--- src/rtl/rchdc_seq_ctrl.sv ---
// Job sequencer for the RCHDC classifier core: command intake, feature streaming, drain wait, response.
// Optional abort input is enabled by defining RCHDC_SEQ_CTRL_ABORT_EN.
module rchdc_seq_ctrl #(
  parameter int SMP_SIZE  = 16,
  parameter int SET_SIZE  = 8,
  parameter int CLS_DW    = 4,
  parameter int DRAIN_LAT = 3
) (
  input  logic                        clk,
  input  logic                        rst_n,
  input  logic                        cmd_valid,
  output logic                        cmd_ready,
  input  logic                        cmd_train,
  input  logic [CLS_DW-1:0]           cmd_label,
  input  logic                        feat_valid,
  output logic                        feat_ready,
  output logic [$clog2(SMP_SIZE)-1:0] feat_idx,
  output logic [$clog2(SET_SIZE)-1:0] smp_idx,
  output logic                        smp_en,
  output logic                        smp_clr,
  output logic                        set_clr,
  output logic                        state,
  output logic [CLS_DW-1:0]           label,
  input  logic [CLS_DW-1:0]           predict_in,
  output logic                        rsp_valid,
  input  logic                        rsp_ready,
  output logic [CLS_DW-1:0]           rsp_class,
  output logic                        busy
`ifdef RCHDC_SEQ_CTRL_ABORT_EN
  ,
  input  logic                        abort
`endif
);

  localparam int FW = $clog2(SMP_SIZE);
  localparam int SW = $clog2(SET_SIZE);
  localparam int DW = (DRAIN_LAT > 1) ? $clog2(DRAIN_LAT) : 1;
  localparam logic [FW-1:0] FEAT_LAST  = FW'(SMP_SIZE - 1);
  localparam logic [SW-1:0] SMP_LAST   = SW'(SET_SIZE - 1);
  localparam logic [DW-1:0] DRAIN_LOAD = DW'(DRAIN_LAT - 1);

  // Core mode encoding: the core's `PREDICT is 0, training is 1.
  localparam logic STATE_PREDICT = 1'b0;
  localparam logic STATE_TRAIN   = 1'b1;

  // ABRT is the CLR-like cycle after an abort; it is unreachable unless the abort port exists.
  typedef enum logic [2:0] {
    IDLE   = 3'd0,
    CLR    = 3'd1,
    STREAM = 3'd2,
    DRAIN  = 3'd3,
    RESP   = 3'd4,
    ABRT   = 3'd5
  } fsm_t;

  fsm_t            fsm;
  logic            train_mode;
  logic [DW-1:0]   drain_cnt;
  logic            abort_hit;

`ifdef RCHDC_SEQ_CTRL_ABORT_EN
  assign abort_hit = abort && ((fsm == CLR) || (fsm == STREAM) || (fsm == DRAIN));
`else
  assign abort_hit = 1'b0;
`endif

  assign feat_ready = (fsm == STREAM);
  assign smp_en     = feat_ready && feat_valid;
  assign smp_clr    = (fsm == CLR) || (fsm == ABRT);
  assign set_clr    = smp_clr;
  assign rsp_valid  = (fsm == RESP);
  assign busy       = (fsm != IDLE);
  assign state      = train_mode ? STATE_TRAIN : STATE_PREDICT;

  // cmd_ready is a register so it stays low in the first cycle after reset.
  always_ff @(posedge clk) begin
    if (!rst_n) begin
      fsm        <= IDLE;
      cmd_ready  <= 1'b0;
      train_mode <= 1'b1;
      label      <= '0;
      feat_idx   <= '0;
      smp_idx    <= '0;
      drain_cnt  <= '0;
      rsp_class  <= '0;
    end else begin
      case (fsm)
        IDLE: begin
          if (cmd_valid && cmd_ready) begin
            train_mode <= cmd_train;
            label      <= cmd_label;
            cmd_ready  <= 1'b0;
            fsm        <= CLR;
          end else begin
            cmd_ready <= 1'b1;
          end
        end
        CLR: begin
          feat_idx  <= '0;
          smp_idx   <= '0;
          drain_cnt <= '0;
          fsm       <= abort_hit ? ABRT : STREAM;
        end
        STREAM: begin
          if (abort_hit) begin
            fsm <= ABRT;
          end else if (feat_valid) begin
            if (feat_idx == FEAT_LAST) begin
              feat_idx <= '0;
              if (smp_idx == SMP_LAST) begin
                smp_idx   <= '0;
                drain_cnt <= DRAIN_LOAD;
                fsm       <= DRAIN;
              end else begin
                smp_idx <= smp_idx + SW'(1);
              end
            end else begin
              feat_idx <= feat_idx + FW'(1);
            end
          end
        end
        DRAIN: begin
          if (abort_hit) begin
            fsm <= ABRT;
          end else if (drain_cnt == '0) begin
            rsp_class <= train_mode ? '0 : predict_in;
            fsm       <= RESP;
          end else begin
            drain_cnt <= drain_cnt - DW'(1);
          end
        end
        RESP: begin
          if (rsp_ready) begin
            cmd_ready <= 1'b1;
            fsm       <= IDLE;
          end
        end
        ABRT: begin
          feat_idx  <= '0;
          smp_idx   <= '0;
          drain_cnt <= '0;
          cmd_ready <= 1'b1;
          fsm       <= IDLE;
        end
        default: begin
          cmd_ready <= 1'b0;
          fsm       <= IDLE;
        end
      endcase
    end
  end

endmodule
--- config.mk ---
export PLATFORM = sky130hd
export DESIGN_NAME = rchdc_seq_ctrl
export DESIGN_NICKNAME = d
export VERILOG_FILES = /design/src/rtl/rchdc_seq_ctrl.sv
export SDC_FILE = /design/constraint.sdc
export NUM_CORES = 1
export LEC_CHECK = 0
export ABC_CLOCK_PERIOD_IN_PS = 1980
export CORE_ASPECT_RATIO = 1.4
export CORE_MARGIN = 3
export CORE_UTILIZATION = 45
export CTS_BUF_LIST = sky130_fd_sc_hd__clkbuf_2
export DETAILED_ROUTE_END_ITERATION = 8
export DONT_BUFFER_PORTS = 1
export PLACE_DENSITY = 0.68
export SYNTH_ARGS = -nofsm -noshare
export SYNTH_HDL_FRONTEND = slang
export SYNTH_SLANG_ARGS = --single-unit
export TNS_END_PERCENT = 30
--- constraint.sdc ---
create_clock -name clk -period 1.98 [get_ports clk]
set_input_delay 0.396 -clock clk [delete_from_list [all_inputs] [get_ports clk]]
set_output_delay 0.396 -clock clk [all_outputs]
set_load 0.1 [all_outputs]
==> results of run 1 <==
[worst max-delay path by stage]
stage                                           end  cells past startpoint                 from
after global placement                      set_clr                      3  fsm[0]$_SDFFE_PN0P_
after floorplan                           rsp_valid                      2  fsm[1]$_SDFFE_PN0P_
after global routing                         smp_en                      3  fsm[2]$_SDFFE_PN0P_
after CTS                                      busy                      4  fsm[1]$_SDFFE_PN0P_
final                                       set_clr                      3  fsm[0]$_SDFFE_PN0P_
after detailed placement  rsp_class[3]$_SDFFE_PN0P_                      3  fsm[0]$_SDFFE_PN0P_
[layer usage]
layer  track usage  up-vias  wire, um
met4        0.0519        0        25
met2         0.337       39      1330
met1         0.209      488       972
met5             0        -         0
met3        0.0543        4       206
li1              -      507         -
[cells in the final DEF, fill, tap and decap left out, types with 4 or more instances in the layout]
cell / instances
ha_1: 4
buf_4: 22
inv_1: 5
nand2_1: 10
a21oi_1: 17
or3b_2: 4
buf_12: 4
dfxtp_1: 19
o21ai_0: 11
nand3_1: 9
[worst max-delay path: cells and delay by family, from the launching register on]
| family | cells | cell delay [ns] |
|---|---|---|
| flops | 1 | 0.56 |
| buf+inv | 2 | 0.42 |
| simple gates | 1 | 0.15 |
[area by class of cell]
| type | instances | area [um^2] |
|---|---|---|
| Clock inverter | 1 | 3.75 |
| Timing Repair Buffer | 26 | 245 |
| Sequential cell | 22 | 444 |
| Clock buffer | 3 | 15.0 |
| Multi-Input combinational cell | 90 | 593 |
| Inverter | 7 | 26.3 |
| Tap cell | 22 | 27.5 |
| Fill cell | 205 | 872 |
[where the power goes]
part / internal [mW] / switching (mW)
clock: 0.0439 / 0.136
combinational: 0.102 / 0.270
sequential: 0.464 / 0.0240
total: 0.610 / 0.431
[registers in the layout, indices dropped and copies added (netlist names)]
signal and flops:
fsm 3, drain_cnt 2, smp_idx 3, cmd_ready 1, feat_idx 4, rsp_class 4, train_mode 1, label 4
[through the flow]
stage                     setup TNS, ns  cell area, um^2  worst slack [ns]  std cells  hold slack, ns
after floorplan                  -0.446             1080            -0.248        126           0.468
after global placement                0             1330             0.364        167           0.471
after detailed placement              0             1330             0.306        167           0.474
after CTS                             0             1350            0.0168        171           0.119
after global routing                  0             1360            0.0302        171          0.0931
final                                 0             1360             0.130        171           0.122
[cells by family (layout without fill, tap and decap cells)]
kind of cell / after synthesis / in the layout / share of synthesized area
simple gates: 43 / 43 / 0.245
compound gates: 42 / 42 / 0.231
flops: 22 / 22 / 0.413
buf+inv: 14 / 37 / 0.0563
fa+ha+maj: 4 / 4 / 0.0469
xor+xnor: 1 / 1 / 0.00821
[timing repair]
item                       4_1_cts  5_1_grt
gates resized for setup          2        2
cloned                           0        0
setup endpoints to repair        4        2
==> flow_summary.yaml, run 1 <==
outcome:
  status: "finished clean"
critical_path:
  crit_fanout: 15
  rrSetupSlack_ns: 0.33
  path_class: "reg -> out"
  critical_path.cell_chain: "inv_1 > nor2_4 > buf_12"
  end_kind: "primary output"
  cp-start-kind: "register"
  reg2reg_depth: 5
  r2r_start: "drain_cnt[0]$_SDFFE_PN0P_"
  r2r_end: "rsp_class[3]$_SDFFE_PN0P_"
  cpPeakStageDelay_ns: 0.56
  cp_slowest_cell: "dfxtp_2"
  worstPathArrival_ns: 1.45
  cp.required_ns: 1.58
floorplan:
  dieArea_um2: 3000
  die_h_um: 63.6
  core-area_um2: 2230
  ios: 37
  rows: 20
  dieWidth_um: 47.2
  start_util: 0.479
synth:
  post-synth-top-count-cell: "dfxtp_1"
  yosysTopAreaCell: "dfxtp_1"
  synth_nets: 144
  synth_area_um2: 1070
  netlist_instances: 126
  seq_area_frac_synth: 0.413
  synth_top_area_frac: 0.413
  ys_seq_elements: 22
  synth_cell_types: 38
  ys_warn_count: 0
  ys_async_sr_fraction: 0
  synthFlopType: "dfxtp_1"
  yosys-top-cells-count: "dfxtp_1 (22), a21oi_1 (17), o21ai_0 (11), nand2_1 (10), nand3_1 (9)"
  synthTopCellsByArea: "dfxtp_1 (41%), a21oi_1 (8.0%), o21ai_0 (5.2%), ha_1 (4.7%), nand3_1 (4.2%)"
  synth_edf_count: 0
  avgSynthCellArea_um2: 8.47
sta:
  worst_pin_slew_ns: 0.533
  hold_viol: 0
  fmax_ghz: 0.541
  finalSetupViolations: 0
  rsz0062_at_grt: "no"
  timing.final.crit_share: 0.934
  slew_violations: 0
  slew_headroom: 0.643
  skew_ns: 0.00268
  finalCriticalPeriod_ns: 1.85
min_path:
  holdPathEnd: "train_mode$_SDFFE_PN1P_"
  hold_start: "rst_n"
  hp-class: "in -> reg"
  min_path_cells: 1
global_routing:
  antenna_found_initial: 0
  grt_pass1_wl_um: 4370
  grt_overflow_total: 0
  grt_max_degree: 16
  grt_pass1_vias: 1056
  track_usage: 0.191
placement:
  gp_congestion: 0.778
  dp_hpwl_um: 1900
  io_buffers: 0
route:
  avgRoutedWirePerCell_um: 14.8
  avgViaCountPerCell: 6.07
  dr.pass1.iters: 4
  detail_route.wirelength_um: 2530
  ant_nets: 0
  first_iter_violations: 33
  vias: 1038
  drc: 0
clocking:
  cts_buffer_depth: 2
  cts_buffers: 3
  cts_hold_buf: 0
  insertion_delay_ns: 0.32
  cts.sinks: 22
  cts_tree: "yes"
  path_clk_slew_ns: 0.21
  clockRootBuffer: "clkbuf_2"
  cts_max_level: 1
  cts_setup_buffers: 0
power_and_ir_drop:
  p_per_area_nw_per_um2: 768
  total_power_mw: 1.04
  p_leak_nw: 0.536
  ir_worst_vdd_mv: 0.516
finish:
  area_growth_pct: 27.0
  nNetsFinal: 168
  antenna_cells: 0
  fin_util: 0.608
  layout-drive-gt1-share: 0.309
job:
  maxCapViolations: 0
No activity file was read; power rests on OpenSTA's default activity.
==> run 2, diff against run 1 <==
- CAP_MARGIN: default -> 20
==> results of run 2 <==
No change in the layout: final DEF, timing and power equal those of run 1.
